**config.mk**
```make
export PLATFORM = sky130hd
export DESIGN_NAME = cla_adder_pipe
export DESIGN_NICKNAME = d
export VERILOG_FILES = /design/src/rtl/cla_adder_pipe.sv
export SDC_FILE = /design/constraint.sdc
export NUM_CORES = 1
export LEC_CHECK = 0
export BUFFER_PORTS_ARGS = -buffer_cell sky130_fd_sc_hd__buf_2
export CAP_MARGIN = 20
export CORE_MARGIN = 2
export CORE_UTILIZATION = 25
export DETAILED_ROUTE_END_ITERATION = 10
export PLACE_DENSITY = 0.44
export SLEW_MARGIN = 20
export SYNTH_ARGS = -nofsm -noshare
export SYNTH_HDL_FRONTEND = slang
export SYNTH_SLANG_ARGS = --single-unit
```
**constraint.sdc**
```tcl
create_clock -name clk -period 6 [get_ports clk]
set_input_delay 0.3 -clock clk [delete_from_list [all_inputs] [get_ports clk]]
set_output_delay 0.3 -clock clk [all_outputs]
set_load 0.02 [all_outputs]
```
**src/rtl/cla_adder_pipe.sv**
```systemverilog
// Two-stage pipelined carry-lookahead adder/subtractor with valid/ready handshake.
// Stage 1 forms per-bit and per-group propagate/generate; stage 2 resolves carries and sums.
module cla_adder_pipe #(
    parameter int WIDTH = 16
) (
    input  logic             clk,
    input  logic             rst,
    input  logic             in_valid,
    output logic             in_ready,
    input  logic [WIDTH-1:0] a,
    input  logic [WIDTH-1:0] b,
    input  logic             cin,
    input  logic             sub,
    output logic             out_valid,
    input  logic             out_ready,
    output logic [WIDTH-1:0] sum,
    output logic             cout,
    output logic             ovf
);

    localparam int NGRP = WIDTH / 4;

    generate
        if ((WIDTH % 4 != 0) || (WIDTH < 4)) begin : g_bad_width
            $error("cla_adder_pipe: WIDTH must be a multiple of 4 and at least 4");
        end
    endgenerate

    logic             s1_valid_q, s1_valid_d;
    logic [WIDTH-1:0] s1_p_q, s1_p_d;
    logic [WIDTH-1:0] s1_g_q, s1_g_d;
    logic [NGRP-1:0]  s1_gp_q, s1_gp_d;
    logic [NGRP-1:0]  s1_gg_q, s1_gg_d;
    logic             s1_c0_q, s1_c0_d;

    logic             s2_valid_q, s2_valid_d;
    logic [WIDTH-1:0] s2_sum_q, s2_sum_d;
    logic             s2_cout_q, s2_cout_d;
    logic             s2_ovf_q, s2_ovf_d;

    logic             s2_load;
    logic             in_fire;
    logic [WIDTH-1:0] bb, p_in, g_in;
    logic [NGRP-1:0]  gp_in, gg_in;
    logic [NGRP:0]    cg;
    logic [WIDTH:0]   c;

    // Stage 1 operand conditioning and group lookahead terms.
    always_comb begin
        // NOTE: every always_comb output gets a default first so no path can infer a latch.
        gp_in = '0;
        gg_in = '0;
        bb    = sub ? ~b : b;
        p_in  = a ^ bb;
        g_in  = a & bb;
        for (int k = 0; k < NGRP; k++) begin
            gp_in[k] = &p_in[4*k +: 4];
            gg_in[k] = g_in[4*k+3]
                     | (g_in[4*k+2] & p_in[4*k+3])
                     | (g_in[4*k+1] & p_in[4*k+3] & p_in[4*k+2])
                     | (g_in[4*k]   & p_in[4*k+3] & p_in[4*k+2] & p_in[4*k+1]);
        end
    end

    // Stage 2: group carries first, then the carries inside each group.
    always_comb begin
        cg    = '0;
        c     = '0;
        cg[0] = s1_c0_q;
        for (int k = 0; k < NGRP; k++) begin
            cg[k+1] = s1_gg_q[k] | (s1_gp_q[k] & cg[k]);
        end
        for (int k = 0; k < NGRP; k++) begin
            c[4*k] = cg[k];
            for (int i = 0; i < 3; i++) begin
                c[4*k+i+1] = s1_g_q[4*k+i] | (s1_p_q[4*k+i] & c[4*k+i]);
            end
        end
        c[WIDTH] = cg[NGRP];
    end

    assign s2_load = s1_valid_q && (!s2_valid_q || out_ready);
    assign in_fire = in_valid && in_ready;

    always_comb begin
        s1_valid_d = s1_valid_q;
        s1_p_d     = s1_p_q;
        s1_g_d     = s1_g_q;
        s1_gp_d    = s1_gp_q;
        s1_gg_d    = s1_gg_q;
        s1_c0_d    = s1_c0_q;
        s2_valid_d = s2_valid_q;
        s2_sum_d   = s2_sum_q;
        s2_cout_d  = s2_cout_q;
        s2_ovf_d   = s2_ovf_q;

        if (in_fire) begin
            s1_valid_d = 1'b1;
            s1_p_d     = p_in;
            s1_g_d     = g_in;
            s1_gp_d    = gp_in;
            s1_gg_d    = gg_in;
            s1_c0_d    = sub ? 1'b1 : cin;
        end else if (s2_load) begin
            s1_valid_d = 1'b0;
        end

        if (s2_load) begin
            s2_valid_d = 1'b1;
            s2_sum_d   = s1_p_q ^ c[WIDTH-1:0];
            s2_cout_d  = c[WIDTH];
            s2_ovf_d   = c[WIDTH-1] ^ c[WIDTH];
        end else if (out_ready) begin
            s2_valid_d = 1'b0;
        end
    end

    always_ff @(posedge clk) begin
        // NOTE: registers use non-blocking assignments so every flop samples pre-edge values.
        if (rst) begin
            s1_valid_q <= 1'b0;
            s1_p_q     <= '0;
            s1_g_q     <= '0;
            s1_gp_q    <= '0;
            s1_gg_q    <= '0;
            s1_c0_q    <= 1'b0;
            s2_valid_q <= 1'b0;
            s2_sum_q   <= '0;
            s2_cout_q  <= 1'b0;
            s2_ovf_q   <= 1'b0;
        end else begin
            s1_valid_q <= s1_valid_d;
            s1_p_q     <= s1_p_d;
            s1_g_q     <= s1_g_d;
            s1_gp_q    <= s1_gp_d;
            s1_gg_q    <= s1_gg_d;
            s1_c0_q    <= s1_c0_d;
            s2_valid_q <= s2_valid_d;
            s2_sum_q   <= s2_sum_d;
            s2_cout_q  <= s2_cout_d;
            s2_ovf_q   <= s2_ovf_d;
        end
    end

    // Handshakes are masked during reset so nothing transfers in the reset cycle.
    assign in_ready  = (!s1_valid_q || s2_load) && !rst;
    assign out_valid = s2_valid_q && !rst;
    assign sum       = s2_sum_q;
    assign cout      = s2_cout_q;
    assign ovf       = s2_ovf_q;

endmodule

```
; ---- Word-level counts from Yosys, hierarchy flattened
; Index checks and enable logic that the tools add are counted.
[word_totals]
register_bits = 60
output_inout_bits = 20
in_bits = 38
elab_cells = 104
[classes]
muxes = 6
n_reduce_logical = 15
n_bitwise = 73
[op_table]
columns = op, count
row1 = $and A1 B1 Y1, 40
row2 = $xor A16 B16 Y16, 2
row3 = $or A1 B1 Y1, 28
row4 = $and A16 B16 Y16, 1
row5 = $mux W16, 1
row6 = $not A16 Y16, 1
row7 = $reduce_and A4 Y1, 4
row8 = $mux W1, 5
row9 = $logic_and A1 B1 Y1, 4
row10 = $reduce_bool A2 Y1, 2
row11 = $logic_not A1 Y1, 3
row12 = $logic_or A1 B1 Y1, 2
row13 = $xor A1 B1 Y1, 1

; ---- Logic depth before layout (Yosys ltp)
[logic_depth]
ltp_word = 13
mapped_depth = 12
ltp_nobuf = 12

; ---- Worst setup path before layout
; OpenSTA, ideal clock, no wires.
[synth_timing]
path_type = flip-flop to flip-flop
startpoint = register s1_gp_q[0]
endpoint = register s2_ovf_q (netlist: ovf)
path_buffers = 0
slack_ps = 3567
path_stages_with_launch = 12
required_time_ps = 5867
synth_period_minus_slack_ps = 2433
setup_time_ps = 133
arrival_ps = 2300
cell_sequence = dfxtp_1 -> a21o_1 -> a21o_1 -> a21o_2 -> ha_1 -> or2_2 -> ha_1 -> or2_2 -> ha_1 -> nor2_1 -> xor2_1 -> a211oi_2
[synth_between]
elab_chain_cells = 13
word_cells_on_any_way = 15
cone_classes = bitwise (15)
[synth_rtl]
columns = element, line
row1 = start: declaration, 32  ; logic [NGRP-1:0] s1_gp_q, s1_gp_d;
row2 = start signal: assignment, 135  ; s1_gp_q <= s1_gp_d;
row3 = $and A1 B1 Y1 *, 71  ; cg[k+1] = s1_gg_q[k] | (s1_gp_q[k] & cg[k]);
row4 = $or A1 B1 Y1 *, 71
row5 = $and A1 B1 Y1 *, 71
row6 = $or A1 B1 Y1 *, 71
row7 = $and A1 B1 Y1 *, 71
row8 = $or A1 B1 Y1 *, 71
row9 = $and A1 B1 Y1, 76  ; c[4*k+i+1] = s1_g_q[4*k+i] | (s1_p_q[4*k+i] & c[4*k+i]);
row10 = $or A1 B1 Y1, 76
row11 = $and A1 B1 Y1, 76
row12 = $or A1 B1 Y1, 76
row13 = $and A1 B1 Y1, 76
row14 = $or A1 B1 Y1, 76
row15 = $xor A1 B1 Y1 *, 112  ; s2_ovf_d = c[WIDTH-1] ^ c[WIDTH];
row16 = end signal: assignment, 141  ; s2_ovf_q <= s2_ovf_d;
row17 = end: declaration, 39  ; logic s2_ovf_q, s2_ovf_d;
; Every way passes the cells marked *; elsewhere a longest branch is shown, timed or not.
; A chain may end at the register's enable or synchronous reset.

; ---- Worst setup path after layout
[layout_timing]
startpoint = register s1_c0_q
endpoint = register s2_ovf_q (netlist: ovf)
[layout_between]
elab_chain_cells = 13
word_cells_on_any_way = 15
cone_classes = bitwise (15)
[layout_rtl]
columns = element, line
row1 = start: declaration, 34  ; logic s1_c0_q, s1_c0_d;
row2 = start signal: assignment, 126  ; s1_c0_q <= 1'b0;
row3 = start signal: assignment, 137  ; s1_c0_q <= s1_c0_d;
row4 = $and A1 B1 Y1 *, 71
row5 = $or A1 B1 Y1 *, 71
row6 = $and A1 B1 Y1 *, 71
row7 = $or A1 B1 Y1 *, 71
row8 = $and A1 B1 Y1 *, 71
row9 = $or A1 B1 Y1 *, 71
row10 = $and A1 B1 Y1, 76
row11 = $or A1 B1 Y1, 76
row12 = $and A1 B1 Y1, 76
row13 = $or A1 B1 Y1, 76
row14 = $and A1 B1 Y1, 76
row15 = $or A1 B1 Y1, 76
row16 = $xor A1 B1 Y1 *, 112
; Marks and branches as above.

==> results by group <==
Setup path
  • WP buf/inv: 0
  • Critical-path cell list: a21o_1 > a21o_1 > a21o_2 > ha_1 > or2_2 > ha_1 > or2_2 > ha_1 > nor2_1 > xor2_1 > a211oi_2
  • CP Launch Type: register
  • Critical path endpoint category: register
  • Delay-heaviest family, CP: simple AND/OR/NAND/NOR gates
  • Data required time of the worst path: between 6 and 7 ns
  • Crit-path most repeated cell: ha_1
  • CP Max Fanout: 3
  • R2R Setup Slk: between 3 and 4 ns
  • Largest stage delay, worst path: about 0.33 ns
  • Crit-path slowest cell: dfxtp_1
  • Crit path arrival time: between 2 and 3 ns
  • Worst Setup Path Type: register to register

GRT
  • Gr ovfl total: 0
  • Pin count of the biggest net entering global routing: between 60 and 70
  • First-pass GRT wire length: about 11000 um
  • Initial antenna violation count: 0
  • GRT Overall Usage: 0.1185
  • Vias in the first global route: between 2000 and 2500

Layout
  • Post-route cell area: approximately 0.0033 mm^2
  • Commonest non-fill, non-tap cell in the layout: nand2_1
  • Filler cells: 1208
  • Register area: ~0.0011 mm^2
  • Multi-input logic area: between 0.0015 and 0.002 mm^2
  • Synth-to-layout area growth: 20.49%
  • Antenna Diode Count: 0
  • Highest-count cells in the layout ignoring fill and taps: nand2_1 (96), dfxtp_1 (57), buf_2 (57)
  • Nets: roughly 450
  • Layout cells sized above 1: 0.2112

Placed design
  • Placer congestion estimate: about 0.74
  • Post-DP Area: around 0.0031 mm^2
  • Final HPWL DP: roughly 4700 um
  • Port Buffers: 57

Clock tree
  • Clock Latency Late Sink: about 0.33 ns
  • Sink Count: 57
  • # resized after CTS: 0
  • Longest Clk Path Bufs: 2
  • Reg clk slew, reported paths: ~0.070 ns
  • CTS tree: yes
  • CTS root buf: clkbuf_8
  • CTS Buf Count: 9
  • H-Tree Depth: 3
  • CTS Hold Bufs: 0
  • Setup bufs post-CTS: 0

Die
  • Die area: ~0.012 mm^2
  • Row cnt: 38
  • Die Ht: 108.8 um
  • IO Count: slightly below 60
  • Die outline width: roughly 110 um
  • Initial Util: 0.2546
  • Core area: between 0.01 and 0.015 mm^2

Timing
  • Final setup viols: 0
  • Period Utilization, post-route: 0.4413
  • Final Max Tran Viols: 0
  • Slew @ Worst Pin: around 0.92 ns
  • TNS Setup: 0 ns
  • Fin. Hold Viols: 0
  • Clock skew: around 0.0091 ns
  • Relative slew margins: 0.3876
  • RSZ-0062 raised after global routing: no
  • Crit path time final: around 2.6 ns
  • Highest Clock Rate: 377.6 MHz

Synth
  • Yosys cell types: 25
  • Syn. warnings: 0
  • Largest area contributor in the netlist: dfxtp_1
  • Mapped Avg Cell Area: approximately 8.1 um^2
  • Top cell type's share of synthesized area: 0.4153
  • Top cells by area, synth: dfxtp_1 (42%), nand2_1 (13%), ha_1 (13%), a21oi_1 (6.4%), o21ai_0 (5.6%)
  • Seq cells post-synth: 57
  • Mapped cell area: roughly 0.0027 mm^2
  • Gate count after technology mapping: 338
  • Post-synthesis sequential area ratio: 0.4153
  • Post-Syn Nets: approximately 400

Detailed routing
  • Iter 0 DRT Violations: 116
  • Vias per cell: ~4.3
  • Average wire per standard cell: approximately 12 um
  • Routed wire length: around 6600 um
  • Post-DRT Antenna Nets: 0
  • Via count: 2285
  • Residual DRC: 0
  • Pre-antenna DRT Iters: 4

Job
  • Max Cap Viol: 0

Outcome
  • Status: finished, final reports clean

Min path
  • Hold WC Path Type: primary input to register

Power
  • P per Cell Area: about 270 mW/mm^2
  • Lkg Pwr: about 0.0015 uW
  • Peak supply drop: about 84 uV
cells in the mapped netlist (all sizes together):
library cell,number
a21oi,35
a21o,3
nand3b,1
inv,2
and2,1
nor3,3
clkbuf,10
nand2b,1
buf,10
a211oi,1
nor2,14
xnor2,4
and4,4
or2,8
a2111o,1
and3,3
xor2,17
nand2,96
nand3,1
nor2b,7
dfxtp,57
o21ai,31
ha,28
layout make-up:
cell class / count / area share
inverter: 2 / 0.002268
multi-input combinational: 259 / 0.4569
clock buffer: 13 / 0.04800
timing repair buffer: 59 / 0.09070
tap: 140 / 0.05291
sequential: 57 / 0.3447
clock inverter: 3 / 0.004535
path summary, 6_finish.rpt:
path	start	end	cells past startpoint
min reg2reg	s1_gp_q[0]$_SDFFE_PP0P_	s1_gp_q[0]$_SDFFE_PP0P_	2
max reg2reg	s1_c0_q$_SDFFE_PP0P_	ovf$_SDFFE_PP0P_	11
min	in_valid	s1_valid_q$_SDFFE_PP0P_	3
max	s1_c0_q$_SDFFE_PP0P_	ovf$_SDFFE_PP0P_	11
stage by stage:
stage	instances	setup WS (ns)	total power (uW)	hold WS, ns	utilization
after floorplan	338	3.567	525.5	0.4295	-
after global placement	517	3.360	581.0	0.4389	0.2906
after detailed placement	517	3.314	579.7	0.4444	0.2906
after CTS	533	3.309	900.3	0.2267	0.3067
after global routing	533	3.131	944.1	0.2468	0.3067
final	533	3.352	887.0	0.2363	0.3067
flip-flops by register name, indices dropped and copies added, names as in the netlist:
| name | count |
|---|---|
| sum | 16 |
| s1_g_q | 12 |
| ovf | 1 |
| cout | 1 |
| s2_valid_q | 1 |
| s1_gg_q | 4 |
| s1_p_q | 16 |
| s1_valid_q | 1 |
| s1_gp_q | 4 |
| s1_c0_q | 1 |
report_power, final:
| part | internal [uW] | total [uW] | switching (uW) |
|---|---|---|---|
| combinational | 63.5 | 152 | 88.4 |
| sequential | 405 | 419 | 14.1 |
| clock | 171 | 316 | 146 |
| total | 639 | 887 | 248 |
routing by layer:
metal / up-vias / global-route usage / routed length, um
met5: - / 0 / 0
met4: 0 / 0.04945 / 120
met3: 10 / 0.02510 / 263
met2: 47 / 0.1647 / 2614
met1: 1005 / 0.1750 / 3553
li1: 1223 / - / -
worst reg2reg max path, stage by stage, from the launching register on:
cell and delay [ns]:
dfxtp_1 0.33, a21o_1 0.20, a21o_1 0.21, a21o_2 0.21, ha_1 0.17, or2_2 0.27
ha_1 0.17, or2_2 0.28, ha_1 0.18, nor2_1 0.20, xor2_1 0.20, a211oi_2 0.09
logic make-up after synthesis:
family          after synthesis  share of synthesized area
fa+ha+maj                    28                     0.1275
xor+xnor                     21                    0.06694
simple gates                139                     0.2186
buf+inv                      22                    0.03415
compound gates               71                     0.1375
flops                        57                     0.4153
Note: power is estimated with default switching activity, not from simulation.
